--- src/rtl/ca_sequencer.sv ---
// Control sequencer for the coherent-average accumulator: locks to the period
// reference, strobes 2^M_LOG2 periods of samples into the averaging RAM, then streams the buffer out.
module ca_sequencer #(
  parameter int N_LOG2     = 13,
  parameter int M_LOG2     = 7,
  parameter int CONTINUOUS = 0
) (
  input  logic              clk,
  input  logic              reset_n,
  input  logic              enable,
  input  logic              start,
  input  logic              trig,
  input  logic              data_valid,
  output logic              acc_en,
  output logic              acc_first,
  output logic [N_LOG2-1:0] acc_addr,
  output logic [M_LOG2-1:0] frame_cnt,
  output logic              rd_valid,
  input  logic              rd_ready,
  output logic [N_LOG2-1:0] rd_addr,
  output logic              rd_last,
  output logic              busy,
  output logic              done,
  output logic              sync_err
);

  localparam logic [N_LOG2-1:0] IDX_MAX = '1;
  localparam logic [M_LOG2-1:0] FRM_MAX = '1;

  typedef enum logic [2:0] {
    S_IDLE = 3'd0,
    S_ARM  = 3'd1,
    S_ACQ  = 3'd2,
    S_READ = 3'd3,
    S_DONE = 3'd4
  } state_t;

  state_t              r_state;
  state_t              w_state_nxt;
  logic [N_LOG2-1:0]   r_idx;
  logic [N_LOG2-1:0]   w_idx_nxt;
  logic [M_LOG2-1:0]   r_frame;
  logic [M_LOG2-1:0]   w_frame_nxt;
  logic                r_flush;
  logic                w_flush_nxt;
  logic                r_acc_en;
  logic                w_acc_en_nxt;
  logic                r_acc_first;
  logic                w_acc_first_nxt;
  logic [N_LOG2-1:0]   r_acc_addr;
  logic [N_LOG2-1:0]   w_acc_addr_nxt;
  logic [N_LOG2-1:0]   r_rd_addr;
  logic [N_LOG2-1:0]   w_rd_addr_nxt;
  logic                r_sync_err;
  logic                w_sync_err_nxt;
  logic                w_abort;

  assign w_abort = !enable && (r_state != S_IDLE);

  always_ff @(posedge clk or negedge reset_n) begin
    if (!reset_n) begin
      r_state     <= S_IDLE;
      r_idx       <= '0;
      r_frame     <= '0;
      r_flush     <= 1'b0;
      r_acc_en    <= 1'b0;
      r_acc_first <= 1'b0;
      r_acc_addr  <= '0;
      r_rd_addr   <= '0;
      r_sync_err  <= 1'b0;
    end else begin
      r_state     <= w_state_nxt;
      r_idx       <= w_idx_nxt;
      r_frame     <= w_frame_nxt;
      r_flush     <= w_flush_nxt;
      r_acc_en    <= w_acc_en_nxt;
      r_acc_first <= w_acc_first_nxt;
      r_acc_addr  <= w_acc_addr_nxt;
      r_rd_addr   <= w_rd_addr_nxt;
      r_sync_err  <= w_sync_err_nxt;
    end
  end

  always_comb begin
    w_state_nxt     = r_state;
    w_idx_nxt       = r_idx;
    w_frame_nxt     = r_frame;
    w_flush_nxt     = r_flush;
    w_acc_en_nxt    = 1'b0;
    w_acc_first_nxt = r_acc_first;
    w_acc_addr_nxt  = r_acc_addr;
    w_rd_addr_nxt   = r_rd_addr;
    w_sync_err_nxt  = r_sync_err;

    case (r_state)
      S_IDLE: begin
        if (start && enable) begin
          w_state_nxt    = S_ARM;
          w_idx_nxt      = '0;
          w_frame_nxt    = '0;
          w_flush_nxt    = 1'b0;
          w_rd_addr_nxt  = '0;
          w_sync_err_nxt = 1'b0;
        end
      end

      S_ARM: begin
        if (data_valid && trig) begin
          w_acc_en_nxt    = 1'b1;
          w_acc_addr_nxt  = '0;
          w_acc_first_nxt = 1'b1;
          w_idx_nxt       = N_LOG2'(1);
          w_state_nxt     = S_ACQ;
        end
      end

      S_ACQ: begin
        // One-cycle gap so the final RAM write completes before readout starts.
        if (r_flush) begin
          w_flush_nxt = 1'b0;
          w_state_nxt = S_READ;
        end else if (data_valid) begin
          w_acc_en_nxt    = 1'b1;
          w_acc_addr_nxt  = r_idx;
          w_acc_first_nxt = (r_frame == '0);
          w_idx_nxt       = r_idx + N_LOG2'(1);
          if (trig && (r_idx != '0)) begin
            w_sync_err_nxt = 1'b1;
          end
          if (r_idx == IDX_MAX) begin
            if (r_frame == FRM_MAX) begin
              w_flush_nxt = 1'b1;
            end else begin
              w_frame_nxt = r_frame + M_LOG2'(1);
            end
          end
        end
      end

      S_READ: begin
        if (rd_ready) begin
          if (r_rd_addr == IDX_MAX) begin
            w_rd_addr_nxt = '0;
            w_state_nxt   = S_DONE;
          end else begin
            w_rd_addr_nxt = r_rd_addr + N_LOG2'(1);
          end
        end
      end

      S_DONE: begin
        w_idx_nxt   = '0;
        w_frame_nxt = '0;
        w_state_nxt = (CONTINUOUS != 0) ? S_ARM : S_IDLE;
      end

      default: begin
        w_state_nxt = S_IDLE;
      end
    endcase

    // Dropping enable wins over everything; sync_err is kept for inspection.
    if (w_abort) begin
      w_state_nxt   = S_IDLE;
      w_acc_en_nxt  = 1'b0;
      w_idx_nxt     = '0;
      w_frame_nxt   = '0;
      w_flush_nxt   = 1'b0;
      w_rd_addr_nxt = '0;
    end
  end

  assign acc_en    = r_acc_en;
  assign acc_first = r_acc_first;
  assign acc_addr  = r_acc_addr;
  assign frame_cnt = r_frame;
  assign rd_valid  = (r_state == S_READ);
  assign rd_addr   = r_rd_addr;
  assign rd_last   = (r_state == S_READ) && (r_rd_addr == IDX_MAX);
  assign busy      = (r_state != S_IDLE);
  assign done      = (r_state == S_DONE);
  assign sync_err  = r_sync_err;

endmodule
--- config.mk ---
export PLATFORM = sky130hd
export DESIGN_NAME = ca_sequencer
export DESIGN_NICKNAME = d
export VERILOG_FILES = /design/src/rtl/ca_sequencer.sv
export SDC_FILE = /design/constraint.sdc
export NUM_CORES = 1
export LEC_CHECK = 0
export BUFFER_PORTS_ARGS = -buffer_cell sky130_fd_sc_hd__buf_4
export CAP_MARGIN = 25
export CORE_ASPECT_RATIO = 2
export CORE_MARGIN = 1.5
export CORE_UTILIZATION = 45
export DETAILED_ROUTE_END_ITERATION = 16
export PLACE_DENSITY = 0.78
export SLEW_MARGIN = 20
export SYNTH_ARGS = -nofsm -noshare
export SYNTH_HDL_FRONTEND = slang
export SYNTH_SLANG_ARGS = --single-unit
--- constraint.sdc ---
create_clock -name clk -period 1.85 [get_ports clk]
set_input_delay 0.2775 -clock clk [delete_from_list [all_inputs] [get_ports clk]]
set_output_delay 0.2775 -clock clk [all_outputs]
set_load 0.005 [all_outputs]
==> results of run 1 <==
[Yosys cell counts, drive strengths merged (2+ instances only)]
master | instances | share of area, %
nand2 | 48 | 6.1
o21ai | 42 | 7.1
and2 | 2 | 0.42
ha | 5 | 2.1
o22a | 2 | 0.59
clkbuf | 9 | 1.1
nor4 | 6 | 2.3
buf | 8 | 1.9
nand4 | 7 | 2.0
and3 | 5 | 1.1
nand2b | 5 | 1.1
nor2 | 24 | 3.1
nor3 | 3 | 0.51
dfrtp | 53 | 45
or3 | 2 | 0.59
inv | 13 | 1.7
nand3 | 23 | 3.9
nor2b | 3 | 0.64
o31ai | 9 | 2.5
a21oi | 17 | 2.9
nand3b | 4 | 1.0
nor3b | 2 | 0.68
o22ai | 3 | 0.85
a31oi | 19 | 4.0
a41oi | 3 | 0.89
[metal layers]
| layer | wire [microns] | vias up | GRT usage [%] |
|---|---|---|---|
| li1 | - | 1417 | - |
| met1 | 2900 | 1454 | 26.8 |
| met2 | 4840 | 110 | 45.0 |
| met3 | 336 | 31 | 4.95 |
| met4 | 384 | 0 | 14.0 |
| met5 | 0 | - | 0 |
[cell type report]
| type | instances | area, sq um |
|---|---|---|
| Clock inverter | 1 | 7.51 |
| Fill cell | 552 | 2310 |
| Tap cell | 86 | 108 |
| Clock buffer | 7 | 133 |
| Inverter | 13 | 48.8 |
| Sequential cell | 53 | 1330 |
| Multi-Input combinational cell | 253 | 1560 |
| Timing Repair Buffer | 106 | 808 |
[per-stage QoR]
stage                     std cells  setup slack, ns  hold slack [ns]  util [%]  setup TNS, ns
after global routing            519           -0.252           0.0752      63.4         -0.486
after detailed placement        497         -0.00449            0.357      58.5       -0.00449
after floorplan                 336          0.00288          -0.0181         -              0
after CTS                       510           -0.140           0.0392      61.4         -0.140
final                           519           -0.188           0.0130      63.4         -0.188
after global placement          497           0.0499            0.357      58.5              0
[kinds of logic (layout without fill, tap and decap cells)]
logic type	count (synthesis)	count (layout)	share of synthesized area (%)
compound gates	106	106	22.1
fa+ha+maj	5	5	2.12
buf+inv	30	127	4.71
flops	53	53	45.0
mux	2	2	0.721
simple gates	140	140	25.4
[power breakdown]
part | internal, mW | switching [mW] | leakage [nW]
logic | 0.672 | 0.868 | 1.05
registers | 1.25 | 0.0949 | 0.725
clock network | 0.504 | 0.423 | 0.0641
total | 2.42 | 1.39 | 1.84
[worst max path at each step]
stage | from | endpoint | depth (start not counted)
2_1_floorplan | r_idx[0] | frame_cnt[3] | 6
3_3_place_gp | r_state[1] | frame_cnt[3] | 5
3_5_place_dp | r_state[1] | frame_cnt[3] | 5
4_1_cts | rd_addr[7] | rd_last | 5
5_1_grt | rd_addr[0] | rd_last | 6
6_report | rd_addr[0] | rd_last | 6
[critical path, delay by kind of cell (launching register included)]
kind | cells | cell delay (ns)
buffers and inverters | 2 | 0.27
and+or+nand+nor | 3 | 0.62
adders and majority gates | 1 | 0.17
DFF | 1 | 0.41
[flip-flops by register name (all words and copies together) (netlist names)]
name       count
acc_addr      13
r_flush        1
acc_en         1
r_idx         13
sync_err       1
acc_first      1
rd_addr       13
frame_cnt      7
r_state        3
[timing repair]
item                                    CTS  global route
pin swaps                                 2             7
setup buffers                             5             9
gates resized for setup                   2            23
endpoints found under the setup margin    2            20
==> flow_summary.yaml, run 1 <==
timing:
  fin_crit_ns: 2.04
  slew-limit-headroom_pct: 55.3
  setup_ws_ns: -0.188
  skew_ns: 0.00565
  rsz0062_at_grt: "true"
  setup_viol: 1
  hold_violations: 0
  fin_crit_sh_pct: 110
  tightest_slew_ns: 0.670
  fmax_ghz: 0.491
  maxSlewViolCount: 0
critical_path:
  r2r-start: "rd_addr[0]"
  start_kind: "flop"
  crit_slowest_cell: "dfrtp_1"
  crit_type: "reg -> out"
  slowest_delay_ns: 0.41
  r2r-end: "rd_addr[12]"
  r2r_setup_slack_ns: 0.04
  cp_max_fo: 3
  path_cells: "ha_4 -> nand3_4 -> nor4_4 -> buf_4 -> and3_4 -> buf_6"
  worstRegToRegCells: 10
  worst_setup_path_end_kind: "primary output"
  cp_data_arrival_time_ns: 1.76
  critPathRequiredTime_ns: 1.57
placement:
  hpwl_mm: 6.07
  gp_congestion: 0.885
  io_buffers: 46
  postPlaceCellArea_sq_um: 3690
layout:
  layout.cells.most_common: "buf_4"
  syn_to_final_growth_pct: 35.6
  n_antenna_cell: 0
  mostFrequentLayoutCells: "buf_4 (102), nand2_1 (48), dfrtp_1 (48)"
  layout-drive-gt1-share_pct: 33.3
  nNetsFinal: 444
  final_area_sq_um: 4000
synth:
  ys_types: 52
  async_flop_share_pct: 100
  yosys_warnings: 0
  synth-edff-count: 0
  postSynthAreaPerCell_sq_um: 8.78
  synthFlopType: "dfrtp_1"
  syn-cell-area_sq_um: 2950
  syn-num-nets: 348
  synth_cells: 336
  synth_seq_area_share_pct: 45.0
  ys_ff_latch: 53
routing:
  drc_errors: 0
  vias: 3012
  drt_iter0_markers: 135
  routed_wl_mm: 8.46
  route.detailed.wl_per_inst_microns: 16.3
  vias_per_cell: 5.80
  detail-route-antenna-nets: 0
  drt_first_pass_iters: 5
cts:
  cts_hold_buf: 0
  cts-htree-levels: 2
  clock_latency_ns: 0.30
  cts_buffers: 5
  clk_pin_slew_ns: 0.07
  cts_num_sinks: 53
  root_buffer: "clkbuf_16"
  cts_tree: "done"
  cts_buffer_depth: 2
power_and_ir_drop:
  power_mw: 3.81
  p_leak_nw: 1.84
  peakVddDrop_mv: 0.779
  power_density_nw_per_um2: 952
floorplan:
  core_region_area_sq_um: 6310
  die_w_microns: 60.2
  fp.dieArea_sq_um: 7080
  dieHeight_microns: 117
  rows: 41
  io_pins: 47
  initial_core_util_pct: 46.7
grt:
  track_usage_pct: 25.6
  grt_pass1_vias: 3059
  grt_remaining_overflow: 0
  grt_pass1_wl_mm: 14.0
  grt_max_degree: 54
  antenna_found_initial: 0
run_status:
  outcome: "finished, violations left"
  violations: "negative setup slack"
run:
  max-cap-violations: 0
hold_path:
  min_path_type: "in -> async"
(Power assumes the default switching activity.)
==> run 2: changes to the inputs <==
--- a/config.mk
+++ b/config.mk
@@ -7,11 +7,14 @@
 export LEC_CHECK = 0
 export BUFFER_PORTS_ARGS = -buffer_cell sky130_fd_sc_hd__buf_4
 export CAP_MARGIN = 25
+export CELL_PAD_IN_SITES_DETAIL_PLACEMENT = 1
+export CELL_PAD_IN_SITES_GLOBAL_PLACEMENT = 1
 export CORE_ASPECT_RATIO = 2
 export CORE_MARGIN = 1.5
-export CORE_UTILIZATION = 45
+export CORE_UTILIZATION = 38
+export CTS_CLUSTER_DIAMETER = 80
 export DETAILED_ROUTE_END_ITERATION = 16
-export PLACE_DENSITY = 0.78
+export PLACE_DENSITY = 0.85
 export SLEW_MARGIN = 20
 export SYNTH_ARGS = -nofsm -noshare
 export SYNTH_HDL_FRONTEND = slang
==> run 2 against run 1 <==
Effect of this change:
- the flow still finishes with violations (negative setup slack)
- flip-flop and latch count did not move
- largest cell class unchanged
- clock skew rose by 0.00085 ns
- combinational power increased by 8%
- highest routed layer unchanged
- clock-buffer cell count did not move
- cell count grew 1.5%
==> flow_summary.yaml, run 2 (synthesis gave the netlist of run 1 again) <==
run_status:
  outcome: "finished, violations left"
  violations: "negative setup slack"
critical_path:
  r2r_setup_slack_ns: -0.09
  start_kind: "flop"
  critPathRequiredTime_ns: 1.57
  slowest_delay_ns: 0.42
  crit_slowest_cell: "dfrtp_1"
  cp_max_fo: 3
  crit_type: "reg -> out"
  cp_data_arrival_time_ns: 1.77
  path_cells: "ha_4 -> nand3_4 -> nor4_4 -> buf_4 -> and3_4 -> buf_6"
  worst_setup_path_end_kind: "primary output"
cts:
  cts_buffers: 5
  clk_pin_slew_ns: 0.07
  cts_tree: "done"
  clock_latency_ns: 0.30
  root_buffer: "clkbuf_16"
  cts-htree-levels: 2
  cts_num_sinks: 53
  cts_buffer_depth: 2
power_and_ir_drop:
  p_leak_nw: 1.91
  p_clk_share_pct: 26.8
  pwr-share-comb_pct: 40.6
  intPower_mw: 2.62
  power_density_nw_per_um2: 995
  peakVddDrop_mv: 0.585
  p_sw_share_pct: 36.3
  p_seq_share_pct: 32.6
  switchingPower_mw: 1.49
layout:
  nNetsFinal: 444
  layout.cells.most_common: "buf_4"
  layout-drive-gt1-share_pct: 34.9
  n_antenna_cell: 0
  mostFrequentLayoutCells: "buf_4 (100), dfrtp_1 (50), nand2_1 (44)"
  syn_to_final_growth_pct: 39.9
  fin_cells: 527
  fillers: 886
  final_area_sq_um: 4130
placement:
  hpwl_mm: 7.41
  postPlaceCellArea_sq_um: 3730
  place_ws_ns: -0.104
  gp_congestion: 0.918
  dp_cells: 507
  io_buffers: 46
routing:
  drc_errors: 0
  detail-route-antenna-nets: 0
  drt_first_pass_iters: 4
  routed_wl_mm: 10.3
  vias: 3135
  route.detailed.wl_per_inst_microns: 19.5
  vias_per_cell: 5.95
  drt_iter0_markers: 188
floorplan:
  initial_core_util_pct: 39.1
  rows: 45
  io_pins: 47
  fp.dieArea_sq_um: 8330
  dieHeight_microns: 128
  die_w_microns: 65.3
  core_region_area_sq_um: 7540
grt:
  grt_pass1_wl_mm: 16.2
  grt_remaining_overflow: 0
  grt_max_degree: 54
  antenna_found_initial: 0
  grt_pass1_vias: 3355
  track_usage_pct: 25.2
timing:
  tightest_slew_ns: 0.697
  setup_ws_ns: -0.196
  skew_ns: 0.00651
  holdWs_ns: 0.0240
  fmax_ghz: 0.489
  maxSlewViolCount: 0
  fin_crit_ns: 2.05
  setup_viol: 8
  setup_tns_ns: -0.600
  hold_violations: 0
  slew-limit-headroom_pct: 53.5
  fin_crit_sh_pct: 111
  rsz0062_at_grt: "true"
run:
  max-cap-violations: 0
hold_path:
  min_path_type: "in -> async"
run 2: cell types whose count changed in the layout (fill, tap and decap cells not counted), sizes merged:
| cell | before | now |
|---|---|---|
| bufinv | 0 | 1 |
| clkinvlp | 1 | 0 |
run 2: power by group through the flow:
stage          registers [mW]  logic [mW]  clock network [mW]
4_1_cts                  1.35        1.47                1.12
3_3_place_gp             1.35        1.37                   0
3_5_place_dp             1.36        1.44                   0
5_1_grt                  1.35        1.80                1.16
2_1_floorplan            1.32       0.839                   0
6_report                 1.34        1.67                1.10
run 2: cell type report:
type | instances | area, sq um | share of cell area, %
timing repair buffer | 106 | 838 | 20.3
sequential | 53 | 1330 | 32.2
clock buffer | 7 | 143 | 3.46
tap | 94 | 118 | 2.85
clock inverter | 1 | 30.0 | 0.728
multi-input combinational | 253 | 1620 | 39.2
inverter | 13 | 48.8 | 1.18
run 2: what timing repair did:
| action | 4_1_cts | 5_1_grt |
|---|---|---|
| pin swaps | 2 | 13 |
| setup endpoints to repair | 15 | 24 |
| resized for setup | 5 | 30 |
| gates cloned | 0 | 1 |
| hold buffers | 0 | 0 |
| buffers inserted | 3 | 8 |
run 2: stage by stage:
step | utilization (%) | total power [mW]
floorplan | - | 2.16
global placement | 49.4 | 2.71
detailed placement | 49.4 | 2.80
CTS | 52.2 | 3.93
global route | 54.7 | 4.31
finish | 54.7 | 4.11
run 2: metal layers:
metal	up-vias	track usage [%]	wire, microns
li1	1425	-	-
met1	1566	24.2	3470
met2	103	48.1	5880
met3	41	3.35	309
met4	0	15.8	640
met5	-	0	0
run 2: worst paths after layout:
kind | start | end | cells past startpoint
max | rd_addr[1] | rd_last | 6
min | reset_n | r_idx[6] | 1
max reg2reg | rd_addr[1] | r_state[0] | 7
min reg2reg | acc_addr[2] | acc_addr[2] | 2
max in group asynchronous | reset_n | r_state[2] | 1
min in group clk | data_valid | r_flush | 3
run 2: worst max-delay path, delay by kind of cell (launching register included):
kind | cells | cell delay [ns]
AND/OR/NAND/NOR | 3 | 0.62
buffers and inverters | 2 | 0.26
flip-flops | 1 | 0.42
adder cells (fa/ha/maj) | 1 | 0.18
